===== config.mk =====
export PLATFORM = sky130hd
export DESIGN_NAME = decode_stage
export DESIGN_NICKNAME = d
export VERILOG_FILES = /design/src/rtl/decode_stage.sv
export SDC_FILE = /design/constraint.sdc
export NUM_CORES = 1
export LEC_CHECK = 0
export CORE_ASPECT_RATIO = 1.25
export CORE_MARGIN = 8
export CORE_UTILIZATION = 40
export CTS_CLUSTER_SIZE = 12
export DETAILED_ROUTE_END_ITERATION = 8
export GPL_ROUTABILITY_DRIVEN = 0
export PLACE_DENSITY = 0.67
export SYNTH_ARGS = -nofsm -noshare
export SYNTH_HDL_FRONTEND = slang
export SYNTH_SLANG_ARGS = --single-unit

===== constraint.sdc =====
create_clock -name clk -period 9.21 [get_ports clk]
set_input_delay 1.842 -clock clk [delete_from_list [all_inputs] [get_ports clk]]
set_output_delay 1.842 -clock clk [all_outputs]
set_load 0.1 [all_outputs]

===== src/rtl/decode_stage.sv =====
// decode_stage: registered instruction decode with RAW/WAW scoreboard stall; DECODE_WB_BYPASS_EN lets same-cycle writeback clear a hazard
module decode_stage #(
    parameter int ADDRESS_SIZE     = 32,
    parameter int REG_ADDRESS_SIZE = 5,
    parameter int STALL_CNT_W      = 16
) (
    input  logic                          clk,
    input  logic                          reset,
    input  logic                          in_valid,
    output logic                          in_ready,
    input  logic [0:ADDRESS_SIZE-1]       instruction,
    output logic                          out_valid,
    input  logic                          out_ready,
    output logic                          register_write,
    output logic [0:REG_ADDRESS_SIZE-1]   addr_rd,
    output logic [0:REG_ADDRESS_SIZE-1]   addr_r1,
    output logic [0:REG_ADDRESS_SIZE-1]   addr_r2,
    output logic [0:ADDRESS_SIZE-1]       immediate,
    output logic                          illegal,
    input  logic                          wb_valid,
    input  logic [0:REG_ADDRESS_SIZE-1]   wb_addr,
    output logic [0:STALL_CNT_W-1]        stall_count
);
    localparam int R  = REG_ADDRESS_SIZE;
    localparam int A  = ADDRESS_SIZE;
    localparam int IW = A - 7 - 3 * R;
    localparam int N  = 2 ** R;

    logic [6:0]   op;
    logic [0:R-1] rd, r1, r2;
    logic [0:A-1] imm;
    logic         wr, rs1, rs2, ill, rw, hazard, accept;
    logic [N-1:0] pending, busy, clr, set;

    always_comb begin
        op     = instruction[0:6];
        rd     = instruction[7:7+R-1];
        r1     = instruction[7+R:7+2*R-1];
        r2     = instruction[7+2*R:7+3*R-1];
        imm    = {{(A-IW){instruction[7+3*R]}}, instruction[7+3*R:A-1]};
        wr     = op == 7'd1 || op == 7'd2 || op == 7'd3;
        rs1    = op >= 7'd1 && op <= 7'd5;
        rs2    = op == 7'd1 || op == 7'd4 || op == 7'd5;
        ill    = op > 7'd5;
        rw     = wr && rd != '0;
        clr    = wb_valid ? N'(1) << wb_addr : '0;
`ifdef DECODE_WB_BYPASS_EN
        busy   = pending & ~clr;
`else
        busy   = pending;
`endif
        hazard = in_valid && ((rs1 && r1 != '0 && busy[r1]) ||
                              (rs2 && r2 != '0 && busy[r2]) ||
                              (rw && busy[rd]));
        in_ready = (!out_valid || out_ready) && !hazard;
        accept   = in_valid && in_ready;
        set      = (accept && rw) ? N'(1) << rd : '0;
    end

    // set is OR-ed after the clear so a same-cycle issue to the retiring register keeps it pending
    always_ff @(posedge clk or negedge reset) begin
        if (!reset) begin
            out_valid      <= 1'b0;
            register_write <= 1'b0;
            addr_rd        <= '0;
            addr_r1        <= '0;
            addr_r2        <= '0;
            immediate      <= '0;
            illegal        <= 1'b0;
            stall_count    <= '0;
            pending        <= '0;
        end else begin
            if (accept) begin
                out_valid      <= 1'b1;
                register_write <= rw;
                addr_rd        <= rd;
                addr_r1        <= r1;
                addr_r2        <= r2;
                immediate      <= imm;
                illegal        <= ill;
            end else if (out_ready) begin
                out_valid <= 1'b0;
            end
            pending <= (pending & ~clr) | set;
            if (hazard && stall_count != '1)
                stall_count <= stall_count + 1'b1;
        end
    end
endmodule


=== Word level (Yosys, flattened, before mapping) ===
Index checks and enable logic that the tools add are counted.

* Output and inout port bits: 67
* Memory bits (read-only): 0
* Latch bits: 0
* Bits of input ports: 42
* Word-level logic and storage cells: 62
* Memories kept: 0
* Register bits: 76
* Bits in writable memories: 0

* Reduce and logical (&&, ||, !) cells: 25
* $add $sub $neg: 1
* Bitwise gates (word level): 3
* $lt $le $gt $ge: 6
* Multipliers: 0
* Eq/ne operators: 6
* Shift operators: 2
* Divide/modulo/power cells: 0
* Mux-type cells: 10

{| class="wikitable"
|+ Operators with widths
! cell !! number
|-
| 2-to-1 mux 32 bit || 2
|-
| left shift 1 x 5 -> 32 bit, first input constant || 2
|-
| AND 32 bit || 1
|-
| inverter 32 bit || 1
|-
| OR 32 bit || 1
|-
| less-than comparator 5 x 6 -> 1 bit, second input constant || 3
|-
| adder 16 x 1 -> 16 bit, second input constant || 1
|-
| != test 16 bit, second input constant || 1
|-
| binary-select mux 1 bit (select 5 bit) || 3
|-
| nonzero test 5 bit || 3
|-
| equality test 7 x 2 -> 1 bit, second input constant || 2
|-
| equality test 7 x 3 -> 1 bit, second input constant || 2
|-
| logical AND 1 bit || 12
|-
| equality test 7 x 1 -> 1 bit, second input constant || 1
|-
| >= comparator 7 x 1 -> 1 bit, second input constant || 1
|-
| > comparator 7 x 3 -> 1 bit, second input constant || 1
|-
| less-or-equal comparator 7 x 3 -> 1 bit, second input constant || 1
|-
| logical OR 1 bit || 7
|-
| 2-to-1 mux 1 bit || 5
|-
| logical NOT 1 bit || 2
|-
| nonzero test 2 bit || 1
|}

=== Depth between registers and ports, before layout ===
Gate-level depths: netlist of the first run.

* Word-level depth: 14
* Mapped depth: 12
* Gate-level depth less buffers: 8

=== Worst setup path before layout of the first run ===
OpenSTA, ideal clock, no wires.

* Path type: input to output
* From: input port instruction[18] (netlist name)
* To: output port in_ready
* Data arrival time: 5.709 ns
* Path buffers: 1
* Setup slack: 1.659 ns
* Stages on the path: 7
* Data required time: 7.368 ns
* Cell sequence: clkbuf_1 > mux4_2 > mux4_2 > o211a_1 > a311oi_2 > nand2_1 > a21boi_0

* Word-level cells in the longest chain between the ends: 8
* Elaborated cells between the ends (all ways): 10
* Classes of those cells: mux: 2; reduce/logical: 8

{| class="wikitable"
|+ Ends and longest elaborated chain
! item !! line !! text
|-
| start, declared || 11 || <nowiki>input logic [0:ADDRESS_SIZE-1] instruction,</nowiki>
|-
| binary-select mux 1 bit (select 5 bit) or nonzero test 5 bit (tied branches) || 53 || <nowiki>(rs2 && r2 != '0 && busy[r2]) ||</nowiki>
|-
| 2-to-1 mux 1 bit (not written as such) or logical AND 1 bit (tied branches) || 53 ||
|-
| logical AND 1 bit (*) || 53 ||
|-
| logical OR 1 bit (*) || 52 || <nowiki>hazard = in_valid && ((rs1 && r1 != '0 && busy[r1]) ||</nowiki>
|-
| logical OR 1 bit (*) || 53 ||
|-
| logical AND 1 bit (*) || 52 ||
|-
| logical NOT 1 bit (*) || 55 || <nowiki>in_ready = (!out_valid || out_ready) && !hazard;</nowiki>
|-
| logical AND 1 bit (*) || 55 ||
|-
| end, declared || 10 || <nowiki>output logic in_ready,</nowiki>
|}

Every way passes the cells marked *; elsewhere a longest branch is shown, timed or not. The select of a mux whose other input is x is not followed.

=== Worst setup path after layout of the first run ===
* From: input port instruction[19] (netlist name)
* To: output port in_ready

The elaborated chain is that of the path after synthesis.

==> results of run 1 <==
[layer usage]
metal,wire (µm),part of all wire (%),up-vias
li1,-,-,1659
met1,4840,39,1818
met2,6090,50,182
met3,1140,9.3,17
met4,214,1.7,0
met5,0,0,-
[worst max path at each step]
stage          cells past startpoint             from  slack (ns)       end
6_report                           8  instruction[19]        1.51  in_ready
5_1_grt                            8  instruction[19]        1.32  in_ready
4_1_cts                            8  instruction[19]        1.47  in_ready
3_5_place_dp                       8  instruction[19]        1.47  in_ready
3_3_place_gp                       8  instruction[19]        1.50  in_ready
2_1_floorplan                      7  instruction[18]        1.66  in_ready
[report_power, final]
group / internal, mW / total [mW] / switching [mW] / leakage, nW
clock network: 0.236 / 0.363 / 0.127 / 0.154
logic: 0.111 / 0.474 / 0.364 / 1.14
registers: 0.359 / 0.378 / 0.0194 / 0.998
[logic make-up (layout without fill, tap and decap cells)]
family | Yosys count | count (layout) | synth area share, %
and+or+nand+nor | 111 | 111 | 13.4
AOI/OAI and AO/OA | 91 | 91 | 13.8
DFF | 76 | 76 | 44.2
muxes | 62 | 62 | 18.6
buffers and inverters | 51 | 127 | 6.66
xor gates and xnor gates | 15 | 15 | 3.05
adders and majority gates | 1 | 1 | 0.291
[per-stage QoR]
| step | setup WS [ns] | std cells |
|---|---|---|
| finish | 1.51 | 615 |
| global route | 1.32 | 615 |
| CTS | 1.47 | 615 |
| detailed placement | 1.47 | 601 |
| global placement | 1.50 | 601 |
| floorplan | 1.66 | 407 |
[cell type report]
cell class              instances  area (µm²)
repair buffers                111        1100
well taps                     132         165
clock inverters                 1        30.0
multi-input cells             280        2110
clock buffers                  13         280
flip-flops and latches         76        1900
inverters                       2        7.51
fillers                       955        4960
[registers in the layout (all words and copies together) (netlist names)]
name and count:
stall_count 16, busy 32, immediate 10, illegal 1
register_write 1, addr_r2 5, out_valid 1, addr_r1 5
addr_rd 5
[cells in the mapped netlist (2+ instances only)]
| cell type | n |
|---|---|
| a311oi_1 | 2 |
| mux2_2 | 24 |
| o21ai_1 | 8 |
| nand4_1 | 12 |
| o21ai_0 | 36 |
| nand3_1 | 22 |
| o31ai_1 | 5 |
| or3_1 | 2 |
| mux2i_1 | 26 |
| inv_1 | 2 |
| buf_2 | 4 |
| buf_4 | 22 |
| buf_1 | 3 |
| clkbuf_1 | 19 |
| nand2_1 | 29 |
| nor2_1 | 11 |
| xnor2_1 | 14 |
| dfrtp_1 | 76 |
| nand2b_1 | 8 |
| mux4_2 | 12 |
| nor2b_1 | 7 |
| a21oi_1 | 8 |
| nand3b_1 | 4 |
| nor3_1 | 3 |
| and3_1 | 6 |
| and2_1 | 2 |
| o41ai_1 | 18 |
| a22oi_1 | 7 |
| or4_1 | 2 |
==> key figures, run 1 <==
Yosys
  – Top cells by area, synth: dfrtp_1 (44%), mux2_2 (6.3%), mux4_2 (6.3%), mux2i_1 (6.1%), o21ai_0 (4.2%)
  – Async set or reset register ratio after synthesis: 100%
  – YS warnings: 0
  – EDFF count, synth: 0
  – Post-synthesis cell area: roughly 0.0043 mm²
  – Top cell type's share of synthesized area: ~44%
  – Biggest area consumer among synthesized cells: dfrtp_1
  – FF+latch count, synth: 76
  – Post-Syn Nets: 450
  – Mean Syn Cell Area: about 11 µm²
  – Post-Synthesis Cells: 407
  – Main synth FF type: dfrtp_1
  – Sequential share of the synthesized area: between 40 and 50%
  – Cell variety after synth: between 40 and 50

Min path
  – Hold Path Class: flip-flop to flip-flop
  – Endpoint, Worst Hold: stall_count[10]
  – Min-delay src: stall_count[10]
  – Hold depth: 1

Setup path
  – R2R setup slack: 5.21 ns
  – Worst reg2reg startpoint: busy[29]
  – Reg2reg path depth: 7
  – Worst-path cell chain: clkdlybuf4s50_1, mux4_2, mux4_2, o211a_1, a311oi_2, nand2_1, a21boi_0, clkdlybuf4s50_1
  – CP max stage cell: clkdlybuf4s50_1
  – R2R Path End: busy[5]
  – Crit path buf inv count: 2
  – CP startpoint kind: input port
  – CP peak stage delay: roughly 1.2 ns
  – CP required: ~7.4 ns
  – Family with the most delay on the worst path: buffers and inverters
  – Critical path type: input port to output pin
  – CP max FO: 10
  – Worst Setup End Kind: output pin
  – CP arrival: 5.86 ns

Clock tree
  – Worst-path clk slew: ~0.05 ns
  – CTS H-tree depth: 3
  – Clk root buf: clkbuf_16
  – CTS-repair resized insts: 0
  – CTS Hold Buffers Added: 0
  – Longest Clk Path Bufs: 2
  – Clk Latency, worst-skew pair: between 0.3 and 0.4 ns
  – TritonCTS Sinks: between 70 and 80
  – TritonCTS clock tree: built
  – Number of CTS-inserted buffers: 9
  – Post-CTS Setup Bufs: 0

Die
  – Core area: 0.0106 mm²
  – Row count: 42
  – Die height: 132 µm
  – Die Width: ~110 µm
  – Die area: 0.0143 mm²
  – # IOs: between 100 and 150
  – Initial Utilization: 40.7%

Finish
  – Commonest non-fill, non-tap cell in the layout: clkdlybuf4s50_1
  – Fraction of layout cells with a size suffix above 1: about 12%
  – Area growth from synthesis to layout: 30.2%
  – Most frequent cells in the layout: clkdlybuf4s50_1 (107), dfrtp_1 (76), o21ai_0 (35), nand2_1 (29), mux2i_1 (26)
  – Design Area, Final: approximately 0.0056 mm²
  – # diodes: 0
  – Fin nets: ~520
  – Core Util, Final: a little over half

Timing
  – Slew HR: approximately 29%
  – Setup violators final: 0
  – Worst Skew: roughly 0.0065 ns
  – Max Fclk: around 130 MHz
  – Setup TNS: 0 ns
  – Hold_ws: between 0.4 and 0.5 ns
  – Hold Vio Cnt, Final: 0
  – RSZ-0062 raised after global routing: no
  – Worst-margin pin slew: between 1 and 1.5 ns
  – Period utilization: 83.6%
  – Final Max Tran Viols: 0
  – Period minus WS final: just under 8 ns

Detailed routing
  – Antenna-violating nets left: 0
  – Vias: roughly 3700
  – Drt total wl: approximately 12000 µm
  – Post-DR wirelength/cell: 20.0 µm
  – Starting DRT DRC Count: roughly 340
  – Via density: ~6
  – DRC errors left: 0
  – Pre-antenna DRT Iters: 7

Global routing
  – Met1 Use GR: around 20%
  – GR Util met3: around 5.0%
  – Largest net degree at the start of global routing: 77
  – Initial antenna violation count: 0
  – Met2 Track Usage GR: between 20% and 30%
  – GRT Total Usage: approximately 17%
  – First-pass GRT wire length: approximately 20000 µm
  – Vias in the first global route: roughly 3700
  – Overflow left after global routing: 0
  – Gr busiest metal: met2

Place
  – DP Area: between 0.005 and 0.006 mm²
  – Post-DP HPWL: 9200 µm
  – Input/output buffers: 108

Power
  – Worst vdd ir: 88.8 µV
  – Pleak: ~2.3 nW
  – Total Power: 1.22 mW
  – PwrDens: approximately 220 mW/mm²

Run status
  – Status: finished clean

Flow run
  – Max_cap viols: 0
(Power assumes the default switching activity.)
==> run 2, diff against run 1 <==
--- a/config.mk
+++ b/config.mk
@@ -11,7 +11,7 @@
 export CTS_CLUSTER_SIZE = 12
 export DETAILED_ROUTE_END_ITERATION = 8
 export GPL_ROUTABILITY_DRIVEN = 0
-export PLACE_DENSITY = 0.67
+export PLACE_DENSITY = 0.7
 export SYNTH_ARGS = -nofsm -noshare
 export SYNTH_HDL_FRONTEND = slang
 export SYNTH_SLANG_ARGS = --single-unit
==> constraint.sdc (replaced) <==
create_clock -name clk -period 6.2 [get_ports clk]
set_input_delay 1.24 -clock clk [delete_from_list [all_inputs] [get_ports clk]]
set_output_delay 1.24 -clock clk [all_outputs]
set_load 0.1 [all_outputs]
==> key figures, run 2 (synthesis gave the netlist of run 1 again) <==
Detailed routing
  – Top Metal Used: met4
  – Drt total wl: about 12000 µm
  – Met2 wire len: just under 6000 µm
  – DR WL met3: ~1100 µm
  – Post-DR wirelength/cell: around 20 µm
  – DRC errors left: 0
  – Vias: about 3600
  – Antenna-violating nets left: 0
  – Pre-antenna DRT Iters: 7
  – Metal-1 WL: just under 5000 µm
  – Via density: approximately 6
  – Starting DRT DRC Count: 297

Timing
  – Setup violators final: 0
  – Worst-margin pin slew: approximately 1.1 ns
  – Max Fclk: between 150 and 200 MHz
  – Period minus WS final: ~5.5 ns
  – RSZ-0062 raised after global routing: no
  – Slew HR: around a quarter
  – Hold Vio Cnt, Final: 0
  – Hold_ws: between 0.4 and 0.5 ns
  – Worst Skew: around 0.0051 ns
  – Period utilization: 89.1%
  – Final Max Tran Viols: 0
  – Setup TNS: 0 ns

Die
  – Die Width: 109 µm
  – Row count: 42
  – Core area: roughly 0.011 mm²
  – Initial Utilization: approximately two fifths
  – # IOs: between 100 and 150
  – Die area: roughly 0.014 mm²
  – Die height: 132 µm

Finish
  – Most frequent cells in the layout: clkdlybuf4s50_1 (106), dfrtp_1 (76), o21ai_0 (35), nand2_1 (29), mux2i_1 (26)
  – Commonest non-fill, non-tap cell in the layout: clkdlybuf4s50_1
  – Fin nets: roughly 520
  – Max FFs per register: 32
  – Fraction of layout cells with a size suffix above 1: 12.0%
  – Area growth from synthesis to layout: 31.0%
  – # diodes: 0

Power
  – Pleak: approximately 2.3 nW
  – PwrDens: 329 mW/mm²
  – Worst vdd ir: approximately 130 µV

Global routing
  – GRT Total Usage: 17.4%
  – First-pass GRT wire length: a little under 20000 µm
  – Vias in the first global route: between 3000 and 4000
  – Overflow left after global routing: 0
  – Largest net degree at the start of global routing: 77
  – Initial antenna violation count: 0

Clock tree
  – CTS H-tree depth: 3
  – Clk root buf: clkbuf_16
  – TritonCTS Sinks: 76
  – CTS-repair resized insts: 0
  – Post-CTS Setup Bufs: 0
  – Worst-path clk slew: about 0.060 ns
  – TritonCTS clock tree: built
  – CTS Hold Buffers Added: 0
  – Longest Clk Path Bufs: 2
  – Number of CTS-inserted buffers: 9
  – Clk Latency, worst-skew pair: approximately 0.33 ns

Run status
  – Status: finished clean

Setup path
  – CP required: 4.96 ns
  – Worst-path cell chain: clkdlybuf4s50_1, mux4_2, mux4_2, o211a_1, a311oi_2, nand2_1, a21boi_1, buf_12
  – CP arrival: about 4.3 ns
  – CP max FO: 10
  – CP startpoint kind: input port
  – CP max stage cell: clkdlybuf4s50_1
  – Worst Setup End Kind: output pin
  – Most used cell, CP: mux4_2
  – CP peak stage delay: roughly 0.84 ns
  – Critical path type: input port to output pin

Flow run
  – Max_cap viols: 0

Min path
  – Hold Path Class: flip-flop to flip-flop

Place
  – Input/output buffers: about 110
  – Post-DP HPWL: approximately 9000 µm
run 2: critical path: cells and delay by family:
kind            cells  cell delay (ns)
compound gates      3             0.78
buf+inv             2             1.05
mux                 2             1.05
simple gates        1             0.15
run 2: final timing paths:
kind,startpoint,end,slack (ns),cells after the start
setup / recovery,instruction[19],in_ready,0.67,8
hold / removal,stall_count[1],stall_count[1],0.49,1
setup reg to reg,busy[29],busy[15],2.68,7
hold reg to reg,stall_count[1],stall_count[1],0.49,1
max in group asynchronous,reset,stall_count[13],4.50,1
min in group asynchronous,reset,busy[9],1.05,1
run 2: metrics by stage:
stage               worst slack (ns)  util [%]  total power [mW]  cell area (µm²)  instances
finish                         0.675      53.4              1.85             5640        617
global route                   0.488      53.4              1.91             5640        617
CTS                            0.663      53.4              1.87             5640        617
detailed placement             0.670      50.2              1.28             5300        601
global placement               0.731      50.2              1.28             5300        601
floorplan                      0.590         -              1.13             4300        407
run 2: area by class of cell:
cell class	instances	area [µm²]
clock buffers	13	270
clock inverters	3	67.6
fillers	925	4930
inverters	2	7.51
multi-input cells	280	2110
flip-flops and latches	76	1900
well taps	132	165
repair buffers	111	1110
run 2: power by group:
part | leakage [nW] | internal [mW] | switching (mW)
Sequential | 0.998 | 0.532 | 0.0293
Combinational | 1.14 | 0.166 | 0.542
Clock | 0.162 | 0.386 | 0.199
run 2: metal layers:
| layer | vias up | track usage, % |
|---|---|---|
| met4 | 0 | 6.48 |
| met5 | - | 0 |
| met2 | 175 | 28.5 |
| li1 | 1659 | - |
| met3 | 24 | 4.60 |
| met1 | 1790 | 21.3 |
==> run 3, diff against run 2 <==
--- a/config.mk
+++ b/config.mk
@@ -11,7 +11,7 @@
 export CTS_CLUSTER_SIZE = 12
 export DETAILED_ROUTE_END_ITERATION = 8
 export GPL_ROUTABILITY_DRIVEN = 0
-export PLACE_DENSITY = 0.7
+export PLACE_DENSITY_LB_ADDON = 0.3
 export SYNTH_ARGS = -nofsm -noshare
 export SYNTH_HDL_FRONTEND = slang
 export SYNTH_SLANG_ARGS = --single-unit
==> key figures, run 3 (synthesis gave the netlist of run 1 again) <==
Run status
  – Status: finished clean

Global routing
  – Largest net degree at the start of global routing: 77
  – Vias in the first global route: 3649
  – GRT Total Usage: ~18%
  – First-pass GRT wire length: 19700 µm
  – Initial antenna violation count: 0
  – Overflow left after global routing: 0

Detailed routing
  – Via density: roughly 6.0
  – Post-DR wirelength/cell: slightly above 20 µm
  – Vias: 3696
  – Drt total wl: between 10000 and 15000 µm
  – Antenna-violating nets left: 0
  – DRC errors left: 0
  – Starting DRT DRC Count: approximately 230
  – Pre-antenna DRT Iters: 5

Timing
  – RSZ-0062 raised after global routing: no
  – Period utilization: about 87%
  – Slew HR: between 20% and 30%
  – Setup ws final: roughly 0.81 ns
  – Setup violators final: 0
  – Hold Vio Cnt, Final: 0
  – Worst Skew: between 0.008 and 0.009 ns
  – Worst-margin pin slew: approximately 1.1 ns
  – Max Fclk: roughly 190 MHz
  – Final Max Tran Viols: 0
  – Setup TNS: 0 ns
  – Period minus WS final: ~5.4 ns

Place
  – Pre-CTS setup slack: slightly below 0.8 ns
  – DP Area: 0.00531 mm²
  – Input/output buffers: ~110
  – Post-DP HPWL: between 9000 and 10000 µm

Power
  – Pleak: about 2.3 nW
  – Worst vdd ir: around 130 µV
  – PwrDens: roughly 320 mW/mm²

Setup path
  – CP startpoint kind: input port
  – CP max FO: 6
  – CP arrival: between 4 and 5 ns
  – Critical path type: input port to output pin
  – CP required: approximately 5 ns
  – Worst Setup End Kind: output pin

Finish
  – Fin nets: about 530
  – Most frequent cells in the layout: clkdlybuf4s50_1 (106), dfrtp_1 (76), o21ai_0 (36), nand2_1 (29), mux2i_1 (26)
  – Area growth from synthesis to layout: 30.6%
  – Design Area, Final: around 0.0056 mm²
  – Max FFs per register: 32
  – Commonest non-fill, non-tap cell in the layout: clkdlybuf4s50_1
  – Filler instances: around 950
  – Fraction of layout cells with a size suffix above 1: between 10% and 20%
  – # diodes: 0

Die
  – Row count: 42
  – # IOs: ~110
  – Core area: between 0.01 and 0.015 mm²
  – Initial Utilization: between 40% and 50%
  – Die Width: roughly 110 µm
  – Die height: around 130 µm
  – Die area: ~0.014 mm²

Flow run
  – Max_cap viols: 0

Clock tree
  – Longest Clk Path Bufs: 2
  – CTS H-tree depth: 3
  – CTS Hold Buffers Added: 0
  – Clk root buf: clkbuf_16
  – Worst-path clk slew: ~0.060 ns
  – Number of CTS-inserted buffers: 9
  – Clk Latency, worst-skew pair: 0.34 ns
  – TritonCTS clock tree: built
  – CTS-repair resized insts: 0
  – Post-CTS Setup Bufs: 0
  – TritonCTS Sinks: 76

Min path
  – Hold Path Class: flip-flop to flip-flop
run 3: final timing paths:
check	startpoint	endpoint	slack [ns]	cells past startpoint
setup / recovery	instruction[19]	in_ready	0.81	8
max in group asynchronous	reset	immediate[22]	4.53	1
min in group asynchronous	reset	busy[9]	1.04	1
hold reg to reg	stall_count[1]	stall_count[1]	0.49	1
setup reg to reg	busy[24]	busy[20]	2.90	8
hold / removal	stall_count[1]	stall_count[1]	0.49	1
run 3: area by class of cell:
class | count | area [µm²] | share of cell area (%)
Tap cell | 132 | 165 | 2.94
Sequential cell | 76 | 1900 | 33.9
Multi-Input combinational cell | 280 | 2110 | 37.6
Clock buffer | 10 | 239 | 4.25
Inverter | 2 | 7.51 | 0.134
Clock inverter | 6 | 63.8 | 1.14
Timing Repair Buffer | 113 | 1130 | 20.0
run 3: power by group:
group | internal (mW) | switching (mW) | leakage, nW
Combinational | 0.167 | 0.541 | 1.15
Sequential | 0.532 | 0.0298 | 0.998
Clock | 0.322 | 0.210 | 0.144
Total | 1.02 | 0.780 | 2.29
run 3: layer usage:
layer | vias to the layer above | wire length, µm | track usage [%]
li1 | 1652 | - | -
met1 | 1821 | 4840 | 21.0
met2 | 193 | 6150 | 28.4
met3 | 30 | 1150 | 4.35
met4 | 0 | 335 | 9.00
met5 | - | 0 | 0
run 3: per-stage QoR:
stage | total power [mW] | utilization (%) | std cells | hold WS, ns
after floorplan | 1.13 | - | 407 | 0.491
after global placement | 1.28 | 50.3 | 603 | 0.474
after detailed placement | 1.28 | 50.3 | 603 | 0.487
after CTS | 1.81 | 53.2 | 619 | 0.500
after global routing | 1.86 | 53.2 | 619 | 0.513
final | 1.80 | 53.2 | 619 | 0.490
run 3: critical path: stages:
cell and delay (ns):
clkdlybuf4s50_1 0.72, mux4_2 0.55, mux4_2 0.47, o211a_1 0.22
a311oi_2 0.28, nand2_1 0.15, a21boi_1 0.30, buf_12 0.22
==> edit: new RTL, config.mk and constraints of run 1 <==
The parameter `REG_ADDRESS_SIZE` goes from 5 to 6.
--- a/src/rtl/decode_stage.sv
+++ b/src/rtl/decode_stage.sv
@@ -1,7 +1,7 @@
 // decode_stage: registered instruction decode with RAW/WAW scoreboard stall; DECODE_WB_BYPASS_EN lets same-cycle writeback clear a hazard
 module decode_stage #(
     parameter int ADDRESS_SIZE     = 32,
-    parameter int REG_ADDRESS_SIZE = 5,
+    parameter int REG_ADDRESS_SIZE = 6,
     parameter int STALL_CNT_W      = 16
 ) (
     input  logic                          clk,
Ports: changed (resized addr_r1, addr_r2, addr_rd and wb_addr); port bits go from 109 to 113. No check against the original RTL was run, so the function may have changed too.
==> edit against run 1 <==
Critical path depth grew 2. Sequential cell count rose by 32. Routed wire length is 69% higher. Total power rose by 20%. Largest cell class unchanged. Clock skew increased by 0.0011 ns. Design area is 46% higher. Setup slack better by 0.14 ns. Area after synthesis up 59%.
==> edit: results (changes against run 1) <==
* Rel. slew slack at 31.2% (+2.6 points)
* Internal power at 0.838 mW (+19%)
* Fillers at 1,447 (+52%)
* Reg2reg end: busy[4]$_DFF_PN0_
* Sequential area share after synthesis at 39.5% (-4.7 points)
* Peak Freq at 0.132 GHz (+1.8%)
* Pwr/cell area at 178 mW/mm^2 (-18%)
* R2R setup slack at 5.63 ns (+0.42 ns)
* Hold path start: addr_r1[3]$_DFFE_PN0P_
* Arrival time worst endpoint at 5.72 ns (-0.14 ns)
* Number of vias per cell at 6.48 (+8.4%)
* Worst IR Drop VDD at 84.2 uV (-5.2%)
* Largest net degree at the start of global routing at 67 (-13%)
* Crit-path max FO at 18 (+8)
* Status: completed
* Max reg flops at 64 (+100%)
* Gr usage total at 19.1% (+1.7 points)
* Clk power at 0.400 mW (+10%)
* IO Port Bufs at 112 (+3.7%)
* Crit-path max cell delay at 1.15 ns (-0.04 ns)
* Reg area at 0.00270 sq mm (+42%)
* Max Clock Skew at 0.00751 ns (+0.00105 ns)
* Cell variety after synth at 59 (+40%)
* Routed len/inst at 24.1 um (+21%)
* Share of cells above drive strength 1 at 17.3% (+5.7 points)
* Syn Nets at 622 (+38%)
edit: logic make-up (layout without fill, tap and decap cells):
logic type      after synthesis  after routing  synth area share (%)
compound gates              164            164                  19.5
simple gates                109            109                  8.47
xor+xnor                     13             13                  1.66
flops                       108            108                  39.5
buf+inv                      81            146                  6.86
fa+ha+maj                     1              1                 0.183
mux                         102            102                  23.8
edit: final cells by class:
class	count	share of cell area (%)
Inverter	10	0.460
Clock buffer	11	2.97
Timing Repair Buffer	120	14.4
Clock inverter	5	0.751
Multi-Input combinational cell	389	44.9
Sequential cell	108	33.1
Tap cell	220	3.37
edit: through the flow:
| step | area [sq um] | setup WS (ns) | instances | utilization [%] |
|---|---|---|---|---|
| 3_5_place_dp | 7860 | 1.72 | 847 | 46.9 |
| 2_1_floorplan | 6840 | 1.10 | 578 | - |
| 5_1_grt | 8170 | 1.38 | 863 | 48.7 |
| 3_3_place_gp | 7860 | 1.76 | 847 | 46.9 |
| 4_1_cts | 8170 | 1.70 | 863 | 48.7 |
| 6_report | 8170 | 1.65 | 863 | 48.7 |
edit: metal layers:
metal | vias up | track usage [%] | routed length, um
met2 | 359 | 31.2 | 10100
met4 | 0 | 10.6 | 980
met5 | - | 0 | 0
li1 | 2350 | - | -
met3 | 72 | 4.88 | 1920
met1 | 2813 | 22.5 | 7810
edit: how the worst max path moves through the flow:
stage | start | endpoint | slack (ns)
floorplan | instruction[17] | in_ready | 1.10
global placement | instruction[11] | in_ready | 1.76
finish | instruction[11] | in_ready | 1.65
global route | instruction[11] | in_ready | 1.38
detailed placement | instruction[11] | in_ready | 1.72
CTS | instruction[11] | in_ready | 1.70
